===== config.mk =====
export PLATFORM = sky130hd
export DESIGN_NAME = pipe_stage_reg
export DESIGN_NICKNAME = d
export VERILOG_FILES = /design/src/rtl/pipe_pkg.sv /design/src/rtl/pipe_reg_entry.sv /design/src/rtl/pipe_stage_reg.sv
export SDC_FILE = /design/constraint.sdc
export NUM_CORES = 1
export LEC_CHECK = 0
export CORE_MARGIN = 4
export CORE_UTILIZATION = 65
export CTS_BUF_LIST = sky130_fd_sc_hd__clkbuf_2
export DETAILED_ROUTE_END_ITERATION = 8
export DONT_BUFFER_PORTS = 1
export PLACE_DENSITY = 0.81
export SLEW_MARGIN = 20
export SYNTH_ARGS = -nofsm -noshare
export SYNTH_HDL_FRONTEND = slang
export SYNTH_HIERARCHICAL = 1
export SYNTH_SLANG_ARGS = --single-unit
export TNS_END_PERCENT = 10

===== constraint.sdc =====
create_clock -name clk_i -period 1.6 [get_ports clk_i]
set_input_delay 0.16 -clock clk_i [delete_from_list [all_inputs] [get_ports clk_i]]
set_output_delay 0.16 -clock clk_i [all_outputs]
set_load 0.05 [all_outputs]

===== src/rtl/pipe_pkg.sv =====
// Shared definitions for the pipeline stage register: occupancy width and
// the stage fill state, whose encoding doubles as the occupancy count.
package pipe_pkg;

  localparam int OCC_W = 2;

  typedef enum logic [OCC_W-1:0] {
    EMPTY = 2'd0,
    ONE   = 2'd1,
    FULL  = 2'd2
  } pipe_state_e;

endpackage


===== src/rtl/pipe_reg_entry.sv =====
// One payload slot of the pipeline stage: PC and instruction registers with
// load enable and a clear that restores PC=0 / instruction=NOP_INSTR.
module pipe_reg_entry #(
  parameter int                 DATA_W    = 32,
  parameter int                 PC_W      = 32,
  parameter logic [DATA_W-1:0]  NOP_INSTR = '0
) (
  input  logic              clk_i,
  input  logic              rst_n_i,
  input  logic              clr_i,
  input  logic              ld_i,
  input  logic [PC_W-1:0]   pc_d,
  input  logic [DATA_W-1:0] instr_d,
  output logic [PC_W-1:0]   pc_q,
  output logic [DATA_W-1:0] instr_q
);

  always_ff @(posedge clk_i) begin
    if (!rst_n_i || clr_i) begin
      pc_q    <= '0;
      instr_q <= NOP_INSTR;
    end else if (ld_i) begin
      pc_q    <= pc_d;
      instr_q <= instr_d;
    end
  end

endmodule


===== src/rtl/pipe_stage_reg.sv =====
// Fetch/decode pipeline stage register with stall freeze and branch flush.
// Define PIPE_STAGE_REG_SKID_EN for the 2-entry skid buffer; default holds one beat.
module pipe_stage_reg
  import pipe_pkg::*;
#(
  parameter int                 DATA_W    = 32,
  parameter int                 PC_W      = 32,
  parameter logic [DATA_W-1:0]  NOP_INSTR = '0
) (
  input  logic              clk_i,
  input  logic              rst_n_i,
  input  logic              cpu_stall_i,
  input  logic              flush_i,
  input  logic              in_valid_i,
  output logic              in_ready_o,
  input  logic [PC_W-1:0]   pc_i,
  input  logic [DATA_W-1:0] instr_i,
  output logic              out_valid_o,
  input  logic              out_ready_i,
  output logic [PC_W-1:0]   pc_o,
  output logic [DATA_W-1:0] instr_o,
  output logic [OCC_W-1:0]  occupancy_o
);

  pipe_state_e       state_q, state_d;
  logic              run_q;
  logic              in_fire, out_fire;
  logic              ld_head;
  logic [PC_W-1:0]   head_pc_d;
  logic [DATA_W-1:0] head_instr_d;

  // Stall gates both handshakes, so no fire (and no load) can happen while frozen.
  assign out_valid_o = (state_q != EMPTY) && !cpu_stall_i;
  assign out_fire    = out_valid_o && out_ready_i;
  assign in_fire     = in_valid_i && in_ready_o;
  assign occupancy_o = state_q;

  always_ff @(posedge clk_i) begin
    if (!rst_n_i) begin
      state_q <= EMPTY;
      run_q   <= 1'b0;
    end else begin
      state_q <= state_d;
      run_q   <= 1'b1;
    end
  end

`ifdef PIPE_STAGE_REG_SKID_EN
  logic              ld_skid, head_from_skid;
  logic [PC_W-1:0]   skid_pc;
  logic [DATA_W-1:0] skid_instr;

  // Ready depends only on registered state, breaking the out_ready_i path.
  assign in_ready_o = run_q && (state_q != FULL) && !cpu_stall_i;

  always_comb begin
    state_d        = state_q;
    ld_head        = 1'b0;
    ld_skid        = 1'b0;
    head_from_skid = 1'b0;
    if (flush_i) begin
      state_d = EMPTY;
    end else begin
      case (state_q)
        EMPTY: begin
          if (in_fire) begin
            ld_head = 1'b1;
            state_d = ONE;
          end
        end
        ONE: begin
          if (in_fire && out_fire) begin
            ld_head = 1'b1;
          end else if (in_fire) begin
            ld_skid = 1'b1;
            state_d = FULL;
          end else if (out_fire) begin
            state_d = EMPTY;
          end
        end
        FULL: begin
          if (out_fire) begin
            ld_head        = 1'b1;
            head_from_skid = 1'b1;
            state_d        = ONE;
          end
        end
        default: state_d = EMPTY;
      endcase
    end
  end

  assign head_pc_d    = head_from_skid ? skid_pc    : pc_i;
  assign head_instr_d = head_from_skid ? skid_instr : instr_i;

  pipe_reg_entry #(
    .DATA_W    (DATA_W),
    .PC_W      (PC_W),
    .NOP_INSTR (NOP_INSTR)
  ) u_skid (
    .clk_i   (clk_i),
    .rst_n_i (rst_n_i),
    .clr_i   (flush_i),
    .ld_i    (ld_skid),
    .pc_d    (pc_i),
    .instr_d (instr_i),
    .pc_q    (skid_pc),
    .instr_q (skid_instr)
  );
`else
  assign in_ready_o = run_q && !cpu_stall_i && (!out_valid_o || out_ready_i);

  always_comb begin
    state_d = state_q;
    ld_head = 1'b0;
    if (flush_i) begin
      state_d = EMPTY;
    end else if (in_fire) begin
      ld_head = 1'b1;
      state_d = ONE;
    end else if (out_fire) begin
      state_d = EMPTY;
    end
  end

  assign head_pc_d    = pc_i;
  assign head_instr_d = instr_i;
`endif

  pipe_reg_entry #(
    .DATA_W    (DATA_W),
    .PC_W      (PC_W),
    .NOP_INSTR (NOP_INSTR)
  ) u_head (
    .clk_i   (clk_i),
    .rst_n_i (rst_n_i),
    .clr_i   (flush_i),
    .ld_i    (ld_head),
    .pc_d    (head_pc_d),
    .instr_d (head_instr_d),
    .pc_q    (pc_o),
    .instr_q (instr_o)
  );

endmodule

==> results_dict.tcl, run 1 <==
set metrics [dict create \
    stop_stage "4_1_cts" \
    tool.error "[ERROR DPL-0038] Utilization greater than 100%, impossible to legalize" \
    synth_ff_type "dfxtp_1" \
    synth_cell_type_count 18 \
    gp_congestion 0.645 \
    yosys.area.top_type_share_pct 54.7 \
    cts_buffers 9 \
    die_w_um 69.0 \
    cts_sinks 66 \
    start_util_pct 69.7 \
    rows 21 \
    status "did not finish" \
    hpwl_um 4330 \
    dp.cells 320 \
    synth_area_um2 2420 \
    cts_root_buffer "clkbuf_2" \
    yosysMostFrequentCell "dfxtp_1" \
    yosysSeqAreaShare_pct 54.7 \
    cts.path.max_buffers 2 \
    dieHeight_um 69.0 \
    synth_nets 290 \
    async_flop_share_pct 0 \
    dp_slack_ns 0.0671 \
    ys_top_cells_by_count "dfxtp_1 (66), mux2i_1 (64), nor2_1 (64)" \
    hold_buffers 70 \
    ys_top_cells_by_area "dfxtp_1 (55%), mux2i_1 (27%), nor2_1 (9.9%), buf_8 (3.7%), buf_2 (1.2%)" \
    yosys.area.top_type "dfxtp_1" \
    ys_warn_count 6 \
    post_cts_resized 0 \
    h-tree-depth 3 \
    ioPinCount 138 \
    io_buffers 0 \
    cts_setup_buffers 0 \
    synth.avg_cell_area_um2 11.0 \
    synth_seq_cells 66 \
    synth_edf_count 0 \
    synth_cells 220 \
]
## cell families after synthesis
group,count (synthesis),synth area share [%]
AND/OR/NAND/NOR,70,11.7
flip-flops,66,54.7
multiplexers,64,26.5
buffers and inverters,16,6.11
AO/OA/AOI/OAI,3,0.879
other,1,0.155
## metrics by stage
step	area, um2	util, %
after floorplan	2430	-
after global placement	2910	83.9
after detailed placement	2910	83.9
==> inputs of run 2 (changes only) <==
CORE_UTILIZATION = 40   (was 65)
CTS_BUF_LIST = not set   (was sky130_fd_sc_hd__clkbuf_2)
PLACE_DENSITY = not set   (was 0.81)
PLACE_DENSITY_LB_ADDON = 0.15   (was not set)
==> results_dict.tcl, run 2 <==
set metrics [dict create \
    start_util_pct 41.1 \
    cts.path.max_buffers 2 \
    overflow 0 \
    cts_buffers 9 \
    die_w_um 85.7 \
    fin_util_pct 65.3 \
    gp_congestion 0.662 \
    antenna_found_initial 0 \
    diodes 0 \
    synth_seq_cells 66 \
    rows 28 \
    clkSlewWorstSetupHoldPaths_ns 0.07 \
    hold_path_class "primary input to register" \
    reg_top3 "u_head/instr_q (32), u_head/pc_q (32)" \
    critPathRequiredTime_ns 1.82 \
    grt_pass1_vias 2046 \
    synth.area.mux_share_pct 26.5 \
    grt_max_degree 33 \
    drv_slew 0 \
    grt_usage_pct 17.2 \
    synth_edf_count 0 \
    cts_sinks 66 \
    status "finished clean" \
    layout-drive-gt1-share_pct 25.5 \
    hpwl_um 3760 \
    worst-setup-path-type "register to register" \
    yosys.area.top_type "dfxtp_1" \
    h-tree-depth 3 \
    yosys.area_share.xor_xnor_pct 0 \
    start_kind "register" \
    wl_um 6680 \
    clock_latency_ns 0.33 \
    multi_input_area_um2 975 \
    synth.avg_cell_area_um2 11.0 \
    grt_pass1_wl_um 9800 \
    dr.pass1.iters 4 \
    synth_nets 290 \
    worstSetupEndpointType "register" \
    fin_skew_ns 0.00755 \
    vias 2021 \
    seq_area_um2 1330 \
    fmax_ghz 0.632 \
    crit_slowest_cell "dfxtp_2" \
    async_flop_share_pct 0 \
    routed_via_density 4.68 \
    ant_nets 0 \
    fin_crit_sh_pct 98.9 \
    whs_ns 0.0240 \
    hold_viol_final 0 \
    path_cells "nor2b_4, a21boi_4, and3b_4, buf_12, mux2i_1, nor2_1" \
    dieArea_um2 7350 \
    synth_top_family_by_area "multiplexers" \
    yosys.area.top_type_share_pct 54.7 \
    io_buffers 0 \
    synth_fa_ha_area_share_pct 0 \
    cp_top_family "simple AND/OR/NAND/NOR gates" \
    synth_area_um2 2420 \
    worst_pin_slew_ns 0.521 \
    vdd_ir_drop_max_mv 0.557 \
    drv_cap 0 \
    synthSimpleGateAreaFrac_pct 11.7 \
    ioPinCount 138 \
    period_needed_ns 1.58 \
    crit_path_max_incr_delay_ns 0.32 \
    final_cell_mix "dlygate4sd3_1 (67), nor2_1 (64), dfxtp_1 (64)" \
    ys_warn_count 6 \
    yosysSeqAreaShare_pct 54.7 \
    finalSetupViolCount 0 \
    drtIter0Drc 48 \
    cts_tree "built" \
    ys_top_cells_by_count "dfxtp_1 (66), mux2i_1 (64), nor2_1 (64)" \
    placed_cell_area_um2 2920 \
    power.density_nw_per_um2 836 \
    fin_tns_setup_ns 0 \
    power.leakage_uw 0.00150 \
    fin_nets 422 \
    synth_compound_area_share_pct 0.880 \
    path_buf_inv 1 \
    relSlewSlack_pct 65.2 \
    final.fill_count 494 \
    synth_ff_type "dfxtp_1" \
    yosysMostFrequentCell "dfxtp_1" \
    cp.arrival_ns 1.80 \
    synth_cells 220 \
    coreArea_um2 5890 \
    crit_fanout 16 \
    stdcell_area_um2 3840 \
    drcViolationCount 0 \
    synth_cell_type_count 18 \
    rsz0062_at_grt "yes" \
    routedWlPerCell_um 15.5 \
    ys_top_cells_by_area "dfxtp_1 (55%), mux2i_1 (27%), nor2_1 (9.9%), buf_8 (3.7%), buf_2 (1.2%)" \
    cts_root_buffer "clkbuf_8" \
    final_common_cell "dlygate4sd3_1" \
    synthToLayoutAreaGrowth_pct 58.9 \
    dieHeight_um 85.7 \
]
run 2: per-stage QoR:
stage	total power [uW]	setup slack, ns	instances
2_1_floorplan	1870	-0.0862	220
5_1_grt	3350	-0.0593	432
3_5_place_dp	1900	0.0627	345
6_report	3210	0.0177	432
4_1_cts	3230	0.0466	428
3_3_place_gp	1900	0.127	345
run 2: cell families (layout without fill, tap and decap cells):
group | after synthesis | in the layout
multiplexers | 64 | 64
AND/OR/NAND/NOR | 70 | 70
buffers and inverters | 16 | 153
other | 1 | 1
AO/OA/AOI/OAI | 3 | 3
flip-flops | 66 | 66
run 2: final timing paths:
path,start,end,slack (ns),depth (start not counted)
max,run_q,u_head/pc_q[9],0.02,6
min,instr_i[18],u_head/instr_q[18],0.02,2
max reg2reg,run_q,u_head/pc_q[9],0.02,6
min reg2reg,u_head/pc_q[2],u_head/pc_q[2],0.49,2
run 2: repair_timing:
action                                  in CTS  in global routing
gates resized for setup                      0                  3
endpoints found under the hold margin       65                  0
hold buffers                                67                  0
endpoints found under the setup margin       0                 54
setup buffers                                0                  1
run 2: where the power goes:
group	leakage [uW]	switching (uW)	internal, uW
Combinational	0.000881	162	190
Sequential	0.000533	8.98	1660
Clock	0.0000872	593	599
run 2: metal layers:
| metal | vias up | track usage [%] | share of wire (%) |
|---|---|---|---|
| li1 | 982 | - | - |
| met1 | 928 | 18.6 | 39 |
| met2 | 100 | 29.7 | 50 |
| met3 | 11 | 6.15 | 9.5 |
| met4 | 0 | 8.63 | 1.5 |
| met5 | - | 0 | 0 |
run 2: layout make-up:
class                      instances  area share, %
inverter                           1         0.0977
multi-input combinational        138           25.4
timing repair buffer             136           33.3
sequential                        66           34.5
clock buffer                      13           3.88
tap                               75           2.44
clock inverter                     3          0.391
run 2: worst register-to-register path, stage by stage, from the launching register on:
cell and delay [ns]:
dfxtp_2 0.32, nor2b_4 0.13, a21boi_4 0.18, and3b_4 0.32, buf_12 0.20, mux2i_1 0.26
nor2_1 0.07
(Power assumes the default switching activity.)
